`src/rtl/lsu_mem_if.sv`:
```
// Load/store adapter between the core data-memory port and a 32-bit
// word-addressed synchronous RAM. One transaction in flight at a time:
// alignment check, RAM request handshake, then a single-cycle response.
module lsu_mem_if #(
  parameter int unsigned AddrWidth = 8
) (
  input  logic                   clk_i,
  input  logic                   rst_i,
  // core request
  input  logic                   req_valid_i,
  output logic                   req_ready_o,
  input  logic [AddrWidth+1:0]   req_addr_i,
  input  logic                   req_we_i,
  input  logic [1:0]             req_size_i,
  input  logic                   req_unsigned_i,
  input  logic [31:0]            req_wdata_i,
  // core response
  output logic                   resp_valid_o,
  output logic [31:0]            resp_rdata_o,
  output logic                   resp_err_o,
  // RAM request channel
  output logic                   mem_valid_o,
  input  logic                   mem_ready_i,
  output logic [AddrWidth-1:0]   mem_addr_o,
  output logic [31:0]            mem_wr_data_o,
  output logic [3:0]             mem_wr_en_o,
  // RAM read return
  input  logic [31:0]            mem_rd_data_i,
  input  logic                   mem_rd_valid_i
);

  typedef enum logic [1:0] {
    IDLE,
    ISSUE,
    WAIT_RD,
    RESP
  } state_e;

  state_e               state_q, state_d;

  // latched request
  logic [AddrWidth-1:0] addr_q, addr_d;
  logic [1:0]           off_q, off_d;
  logic                 we_q, we_d;
  logic [1:0]           size_q, size_d;
  logic                 uns_q, uns_d;
  logic [3:0]           mask_q, mask_d;
  logic [31:0]          wdata_q, wdata_d;

  // registered response
  logic [31:0]          rdata_q, rdata_d;
  logic                 err_q, err_d;

  // decoded incoming request
  logic [1:0]           req_off;
  logic                 req_misaligned;
  logic [3:0]           req_mask;
  logic [31:0]          req_data;

  // load data alignment / extension
  logic [31:0]          rd_shifted;
  logic [31:0]          rd_extended;

  // Decode alignment, byte mask and replicated write data of the incoming request
  always_comb begin
    req_off        = req_addr_i[1:0];
    req_misaligned = 1'b0;
    req_mask       = '0;
    req_data       = '0;
    unique case (req_size_i)
      2'd0: begin
        req_mask = 4'b0001 << req_off;
        req_data = {4{req_wdata_i[7:0]}};
      end
      2'd1: begin
        req_misaligned = req_off[0];
        req_mask       = 4'b0011 << req_off;
        req_data       = {2{req_wdata_i[15:0]}};
      end
      2'd2: begin
        req_misaligned = (req_off != 2'd0);
        req_mask       = 4'b1111;
        req_data       = req_wdata_i;
      end
      default: begin
        req_misaligned = 1'b1;
      end
    endcase
    // loads never write
    if (!req_we_i) begin
      req_mask = '0;
      req_data = '0;
    end
  end

  // Right-align the addressed lane of the RAM word and sign/zero-extend it
  always_comb begin
    rd_shifted  = mem_rd_data_i >> {off_q, 3'b000};
    rd_extended = rd_shifted;
    unique case (size_q)
      2'd0:    rd_extended = {{24{~uns_q & rd_shifted[7]}}, rd_shifted[7:0]};
      2'd1:    rd_extended = {{16{~uns_q & rd_shifted[15]}}, rd_shifted[15:0]};
      default: rd_extended = rd_shifted;
    endcase
  end

  // Next-state logic: request latch, RAM handshake and response capture
  always_comb begin
    state_d = state_q;
    addr_d  = addr_q;
    off_d   = off_q;
    we_d    = we_q;
    size_d  = size_q;
    uns_d   = uns_q;
    mask_d  = mask_q;
    wdata_d = wdata_q;
    rdata_d = rdata_q;
    err_d   = err_q;

    unique case (state_q)
      IDLE: begin
        if (req_valid_i) begin
          addr_d  = req_addr_i[AddrWidth+1:2];
          off_d   = req_off;
          we_d    = req_we_i;
          size_d  = req_size_i;
          uns_d   = req_unsigned_i;
          mask_d  = req_mask;
          wdata_d = req_data;
          rdata_d = '0;
          err_d   = req_misaligned;
          state_d = req_misaligned ? RESP : ISSUE;
        end
      end
      ISSUE: begin
        if (mem_ready_i) begin
          rdata_d = '0;
          err_d   = 1'b0;
          state_d = we_q ? RESP : WAIT_RD;
        end
      end
      WAIT_RD: begin
        if (mem_rd_valid_i) begin
          rdata_d = rd_extended;
          err_d   = 1'b0;
          state_d = RESP;
        end
      end
      RESP: begin
        state_d = IDLE;
      end
      default: begin
        state_d = IDLE;
      end
    endcase
  end

  // State and datapath registers; reset drops any in-flight transaction
  always_ff @(posedge clk_i or posedge rst_i) begin
    if (rst_i) begin
      state_q <= IDLE;
      addr_q  <= '0;
      off_q   <= '0;
      we_q    <= 1'b0;
      size_q  <= '0;
      uns_q   <= 1'b0;
      mask_q  <= '0;
      wdata_q <= '0;
      rdata_q <= '0;
      err_q   <= 1'b0;
    end else begin
      state_q <= state_d;
      addr_q  <= addr_d;
      off_q   <= off_d;
      we_q    <= we_d;
      size_q  <= size_d;
      uns_q   <= uns_d;
      mask_q  <= mask_d;
      wdata_q <= wdata_d;
      rdata_q <= rdata_d;
      err_q   <= err_d;
    end
  end

  // Outputs decoded from state; RAM and response fields are zero when not active
  always_comb begin
    req_ready_o   = (state_q == IDLE);
    mem_valid_o   = (state_q == ISSUE);
    mem_addr_o    = '0;
    mem_wr_data_o = '0;
    mem_wr_en_o   = '0;
    resp_valid_o  = (state_q == RESP);
    resp_rdata_o  = '0;
    resp_err_o    = 1'b0;
    if (state_q == ISSUE) begin
      mem_addr_o    = addr_q;
      mem_wr_data_o = wdata_q;
      mem_wr_en_o   = mask_q;
    end
    if (state_q == RESP) begin
      resp_rdata_o = rdata_q;
      resp_err_o   = err_q;
    end
  end

endmodule
```
`config.mk`:
```
export PLATFORM = sky130hd
export DESIGN_NAME = lsu_mem_if
export DESIGN_NICKNAME = d
export VERILOG_FILES = /design/src/rtl/lsu_mem_if.sv
export SDC_FILE = /design/constraint.sdc
export NUM_CORES = 1
export LEC_CHECK = 0
export CAP_MARGIN = 20
export CORE_MARGIN = 3
export CORE_UTILIZATION = 46
export CTS_CLUSTER_DIAMETER = 100
export DETAILED_ROUTE_END_ITERATION = 7
export PLACE_DENSITY = 0.87
export SYNTH_ARGS = -nofsm -noshare
export SYNTH_HDL_FRONTEND = slang
export SYNTH_SLANG_ARGS = --single-unit
```
`constraint.sdc`:
```
create_clock -name clk_i -period 4.5 [get_ports clk_i]
set_input_delay 1.35 -clock clk_i [delete_from_list [all_inputs] [get_ports clk_i]]
set_output_delay 1.35 -clock clk_i [all_outputs]
set_load 0.005 [all_outputs]
```
* After elaboration in Yosys (flattened, before gate mapping) *
Index checks and enable logic that the tools add are counted.

operators by class
  equality and inequality tests = 9
  shift-type cells = 3
  muxes and demuxes = 25
  bitwise logic cells = 3
  reduce and logical (&&, ||, !) cells = 8

operators by type and width
  cell                 count
  $mux 32              6
  $pmux 32 s3          2
  $pmux 32 s2          1
  $shr 32x5->32        1
  $pmux 4 s3           1
  $mux 2               4
  $mux 4               2
  $mux 8               1
  $pmux 2 s4           1
  $eq 2x1->1 const B   3
  $eq 2x2->1 const B   3
  $logic_not 2->1      3
  $pmux 1 s3           2
  $mux 1               5
  $ne 2x2->1 const B   2
  $reduce_and 4->1     1
  $shl 1x2->4 const A  1
  $shl 2x2->4 const A  1
  $reduce_and 3->1     1
  $reduce_bool 3->1    1
  $and 1x1->1          2
  $ne 2x1->1 const B   1
  $reduce_and 2->1     1
  $reduce_bool 2->1    1
  $not 1->1            1

word-level totals
  register bits after elaboration = 85
  bits of input ports = 83
  output and inout bits = 80
  logic and storage cells = 58

* Longest topological paths before layout *
Gate-level depths: netlist of run 1.

  word-level depth = 5
  mapped depth = 8
  mapped depth without buffers = 6

* Worst setup path before layout of run 1 *
OpenSTA, ideal clock, no wires.

  kind = reg-to-output
  start point = register state_q[1]
  end point = output mem_wr_data_o[31]
  data arrival time = 1248 ps
  required time = 3150 ps
  path slack = 1902 ps
  cell stages (with the launch flop) = 6
  path buffers = 2
  cell sequence = dfrtp_1 -> inv_1 -> ha_1 -> clkbuf_1 -> clkbuf_1 -> and2_1

on the way
  longest elaborated chain between the ends = 2

ends and longest elaborated chain
  element                 line  text
  start, declared         39    state_e state_q, state_d;
  start signal, assigned  172   state_q <= state_d;
  $eq 2x1->1              n/a
  net mem_valid_o         22    output logic mem_valid_o,
  $mux 32                 195   if (state_q == ISSUE) begin
  end, declared           25    output logic [31:0] mem_wr_data_o,

The timed path passes the listed nets, and every way through them passes these cells.

* Worst setup path after layout of run 1 *
  start point = register state_q[1]
  end point = output resp_rdata_o[7]

on the way
  longest elaborated chain between the ends = 2

ends and longest elaborated chain
  element        line  text
  $eq 2x2->1     200   if (state_q == RESP) begin
  $mux 32        200
  end, declared  19    output logic [31:0] resp_rdata_o,

Every way passes these cells.

==> out/qor.txt, run 1 <==
Status: finished, final reports clean
CTS buffer count: 9
GPL Wtd Cong: 0.860
Fill count: 791
Register area share after synthesis: 45.7%
Synth area leader: dfrtp_1
Grt ovf: 0
Max Slew Vio Count: 0
Layout area overhead: 42.8%
Setup TNS: 0 ns
Largest net degree at the start of global routing: 48
Asr flop ratio synth: 100%
Layout cells sized above 1: 6.32%
Total wire length: 13800 um
Die Ht: 107 um
Worst-margin pin slew: 1.02 ns
Gate Count Post-Synth: 480
Core Box Area: 9820 sq um
DR pass1 iterations: 4
# resized after CTS: 0
CP startpoint kind: flop
Leak pwr: 2.89 nW
Layout net count: 715
Detailed Route Iter0 Violations: 196
WL per Instance: 18.0 um
CTS Hold Bufs: 0
Slew headroom: 32.2%
Min Tclk post-route: 3.73 ns
Sw Pwr: 1.30 mW
Comb pwr share: 46.5%
Die Wd: 107 um
Site row count: 36
Register area: 2130 sq um
Mapped Nets: 567
Max_cap viols: 0
Setup crit end kind: primary output
Hold Fails Final Rpt: 0
Post-CTS setup repair buffer count: 0
Maximum buffer depth of the clock tree: 2
WP data required: 3.15 ns
Port bufs: 162
Global-route usage over all layers: 24.1%
IO Pins: 163
Power Density: 544 nW/um^2
Top cell type's share of synthesized area: 45.7%
DP HPWL: 9900 um
Yosys reg bits: 85
Post-Route Skew: 0.00973 ns
Synth cell types: 37
First-pass GRT wire length: 21800 um
F_max: 268 MHz
Drc violations: 0
Die Area: 11300 sq um
Initial Utilization: 47.3%
Critical path class: reg -> out
Root buffer cell: clkbuf_8
CP arrival: 2.38 ns
Int Pwr: 2.31 mW
Clock transition at path regs: 0.09 ns
Clk_lat worst skew: 0.34 ns
Ant diodes: 0
Switch share: 36.1%
Via density: 5.48
Final worst-path cycle share: 82.9%
CP max FO: 36
Area of the multi-input gates: 2350 sq um
EDFF count, synth: 0
Initial antenna violation count: 0
Clock power share: 17.1%
Hold Crit Class: reg -> reg
Cell area after synthesis: 4650 sq um
CTS tree: built
Antenna Violating Nets Remaining: 0
Synth area leaders: dfrtp_1 (46%), and2_1 (10%), mux2i_1 (5.0%), o21ai_1 (4.1%), a21oi_1 (3.9%)
Most common flop cell mapped by yosys: dfrtp_1
Via count: 4199
Avg Inst Size Synth: 9.69 sq um
H-tree depth: 3
Number of global-route vias before repair: 4275
Unrepaired setup endpoints after global routing: false
Worst vdd ir: 0.259 mV
Setup violators final: 0
Sinks on Clock Net: 85
Total power: 3.61 mW
Reg power frac: 36.4%
Yosys Warn Count: 0
cells by family (layout without fill, tap and decap cells):
family / Yosys count / after routing / synth area share, %
AO/OA/AOI/OAI: 128 / 128 / 17.6
adder cells (fa/ha/maj): 4 / 4 / 1.08
buffers and inverters: 42 / 195 / 3.79
flip-flops: 85 / 85 / 45.7
multiplexers: 44 / 44 / 10.3
AND/OR/NAND/NOR: 177 / 177 / 21.5
layer usage:
metal | routed length (um) | global-route usage (%) | up-vias | part of all wire (%)
met5 | 0 | 0 | - | 0
met4 | 376 | 9.59 | 0 | 2.7
met3 | 1100 | 5.16 | 24 | 8.0
met2 | 6630 | 40.3 | 190 | 48
met1 | 5670 | 30.5 | 2017 | 41
li1 | - | - | 1968 | -
cell usage after synthesis (all sizes together), types with 9 or more instances:
| cell | instances |
|---|---|
| a21oi | 36 |
| a221o | 16 |
| nor2 | 17 |
| mux2 | 20 |
| nand3b | 9 |
| a21o | 9 |
| a22o | 16 |
| nor2b | 10 |
| o21ai | 48 |
| buf | 9 |
| clkbuf | 27 |
| and2 | 78 |
| nand2 | 46 |
| mux2i | 23 |
| dfrtp | 85 |
worst max-delay path: stages, from the launching register on:
cell and delay, ns:
dfrtp_1 0.40, ha_1 0.85, and2_1 0.27, clkdlybuf4s50_1 0.52
stage by stage:
stage                     instance area, sq um  setup WS (ns)  std cells  util (%)  hold slack [ns]
after global placement                    6350          0.953        748      64.7            0.456
after CTS                                 6580          0.450        764      67.0            0.486
after global routing                      6640          0.605        766      67.6            0.506
after detailed placement                  6350          0.846        748      64.7            0.466
final                                     6640          0.769        766      67.6            0.482
after floorplan                           4650          0.957        480         -            0.431
power by group through the flow:
stage / Combinational (mW) / Sequential (mW) / Clock, mW
global placement: 1.54 / 1.34 / 0
global route: 1.85 / 1.35 / 0.662
finish: 1.68 / 1.31 / 0.618
detailed placement: 1.60 / 1.34 / 0
CTS: 1.60 / 1.34 / 0.629
floorplan: 1.05 / 1.23 / 0
final timing paths:
kind                                   startpoint                 endpoint  slack, ns  cells past startpoint
max in group asynchronous                   rst_i  wdata_q[31]$_DFFE_PP0P_       2.26                      3
min                             err_q$_DFFE_PP0P_        err_q$_DFFE_PP0P_       0.48                      2
min reg2reg                     err_q$_DFFE_PP0P_        err_q$_DFFE_PP0P_       0.48                      2
max reg2reg                state_q[1]$_DFFE_PP0P_  rdata_q[29]$_DFFE_PP0P_       1.85                      6
min in group asynchronous                   rst_i  rdata_q[21]$_DFFE_PP0P_       1.45                      2
max                        state_q[1]$_DFFE_PP0P_          resp_rdata_o[7]       0.77                      3
registers in the layout, summed over array words and instances, names as in the netlist:
register	cells
addr_q	8
mask_q	4
uns_q	1
rdata_q	32
state_q	2
size_q	2
wdata_q	32
we_q	1
off_q	2
err_q	1
final cells by class:
type	count	share of cell area, %
clock buffers	10	2.07
clock inverters	6	1.39
inverters	6	0.358
multi-input cells	353	35.3
flip-flops and latches	85	32.0
well taps	133	2.51
repair buffers	173	26.3
cell usage in the layout (no fill, tap or decap), types with 2 or more instances in the layout:
master / n
a21o_1: 9
a21oi_1: 36
a221o_1: 16
a22o_1: 16
and2_1: 78
and3_1: 2
buf_16: 2
buf_4: 9
bufinv_16: 2
clkbuf_8: 10
clkdlybuf4s50_1: 162
clkinvlp_4: 2
dfrtp_1: 85
ha_1: 4
inv_1: 5
inv_6: 2
mux2_1: 16
mux2_2: 4
mux2i_1: 23
nand2_1: 46
nand2b_1: 3
nand3_1: 2
nand3b_1: 9
nor2_1: 17
nor2b_1: 10
nor3_1: 2
nor3b_2: 2
o21ai_0: 9
o21ai_1: 38
Power figures use the tool's default switching activity.
==> run 2: changes to the inputs <==
clock period = 3.59 ns   (was 4.5 ns; I/O delays follow)
==> out/qor.txt, run 2 (synthesis gave the netlist of run 1 again) <==
Worst-margin pin slew: 0.996 ns
Detailed Route Iter0 Violations: 172
Initial Utilization: 47.3%
DP Cell Count: 750
H-tree depth: 3
CP arrival: 2.31 ns
Ant diodes: 0
Via density: 5.43
Total power: 4.41 mW
Initial antenna violation count: 0
Commonest non-fill, non-tap cells in the layout: clkdlybuf4s50_1 (162), dfrtp_1 (85), and2_1 (78)
Setup crit end kind: primary output
RR Endpoint: rdata_q[28]$_DFFE_PP0P_
Leak pwr: 2.88 nW
Final worst-path cycle share: 94.4%
Die Ht: 107 um
Layout cells sized above 1: 6.32%
WP data required: 2.51 ns
Die Area: 11300 sq um
Critical path class: reg -> out
Register area: 2130 sq um
# resized after CTS: 0
Area of the multi-input gates: 2350 sq um
GPL Wtd Cong: 0.935
Hold Crit Class: reg -> reg
Finished Layout Cells: 766
F_max: 295 MHz
Power Density: 670 nW/um^2
Site row count: 36
Setup violators final: 0
Final core occ: 67.0%
Layout area overhead: 41.4%
Number of global-route vias before repair: 4253
Core Box Area: 9820 sq um
Global-route usage over all layers: 24.1%
R2R depth: 5
IO Pins: 163
Hold Fails Final Rpt: 0
Antenna Violating Nets Remaining: 0
Post-CTS setup repair buffer count: 0
Min Tclk post-route: 3.39 ns
Layout net count: 715
Clock transition at path regs: 0.09 ns
Setup slack, reg-to-reg: 0.95 ns
DR pass1 iterations: 4
Post-Route Skew: 0.00738 ns
Sinks on Clock Net: 85
DP HPWL: 9940 um
Crit path capture: resp_err_o
Via count: 4161
Setup TNS: 0 ns
First-pass GRT wire length: 21600 um
Grt ovf: 0
FF-to-FF Start: state_q[0]$_DFFE_PP0P_
Slew headroom: 33.2%
Max Slew Vio Count: 0
Largest net degree at the start of global routing: 48
Unrepaired setup endpoints after global routing: false
CTS tree: built
CP max FO: 36
Clk_lat worst skew: 0.35 ns
WL per Instance: 17.8 um
Total wire length: 13600 um
Worst vdd ir: 0.350 mV
Maximum buffer depth of the clock tree: 2
CP startpoint kind: flop
Port bufs: 162
Fill count: 812
Crit path from: state_q[1]$_DFFE_PP0P_
Root buffer cell: clkbuf_8
Drc violations: 0
CTS buffer count: 9
Max_cap viols: 0
CTS Hold Bufs: 0
Top Registers: rdata_q (32), wdata_q (32), addr_q (8)
Status: finished, final reports clean
Die Wd: 107 um
Commonest non-fill, non-tap cell in the layout: clkdlybuf4s50_1
==> run 2: layout make-up <==
| cell class | instances | area share [%] |
|---|---|---|
| Tap cell | 133 | 2.53 |
| Timing Repair Buffer | 173 | 25.9 |
| Inverter | 6 | 0.361 |
| Sequential cell | 85 | 32.3 |
| Clock inverter | 6 | 1.08 |
| Clock buffer | 10 | 2.09 |
| Multi-Input combinational cell | 353 | 35.7 |
==> run 2: layer usage <==
metal	track usage [%]	share of wire (%)
met4	7.31	2.1
met2	42.6	50
met1	29.8	42
met5	0	0
met3	4.61	6.4
==> run 2: worst max-delay path: stages (launching register included) <==
cell,delay [ns]
dfrtp_1,0.40
ha_1,0.78
and2_1,0.26
clkdlybuf4s50_1,0.52
==> run 2: stage by stage <==
step	setup slack [ns]	instance area [sq um]	hold WS, ns
after floorplan	0.320	4650	0.431
after global placement	0.545	6370	0.452
after detailed placement	0.376	6370	0.465
after CTS	0.163	6580	0.487
after global routing	0.0494	6580	0.500
final	0.202	6580	0.481
==> run 2: report_power, final <==
| group | switching (mW) | leakage (nW) | internal [mW] | total, mW |
|---|---|---|---|---|
| clock network | 0.366 | 0.104 | 0.347 | 0.713 |
| registers | 0.258 | 1.12 | 1.39 | 1.64 |
| logic | 1.01 | 1.65 | 1.04 | 2.05 |
| total | 1.64 | 2.88 | 2.77 | 4.41 |
==> run 2: how the worst min path moves through the flow <==
stage / from / to / cells after the start
floorplan: mask_q[0]$_DFFE_PP0P_ / mask_q[0]$_DFFE_PP0P_ / 2
global placement: mask_q[0]$_DFFE_PP0P_ / mask_q[0]$_DFFE_PP0P_ / 2
detailed placement: mask_q[0]$_DFFE_PP0P_ / mask_q[0]$_DFFE_PP0P_ / 2
CTS: mask_q[0]$_DFFE_PP0P_ / mask_q[0]$_DFFE_PP0P_ / 2
global route: we_q$_DFFE_PP0P_ / we_q$_DFFE_PP0P_ / 2
finish: mask_q[0]$_DFFE_PP0P_ / mask_q[0]$_DFFE_PP0P_ / 2
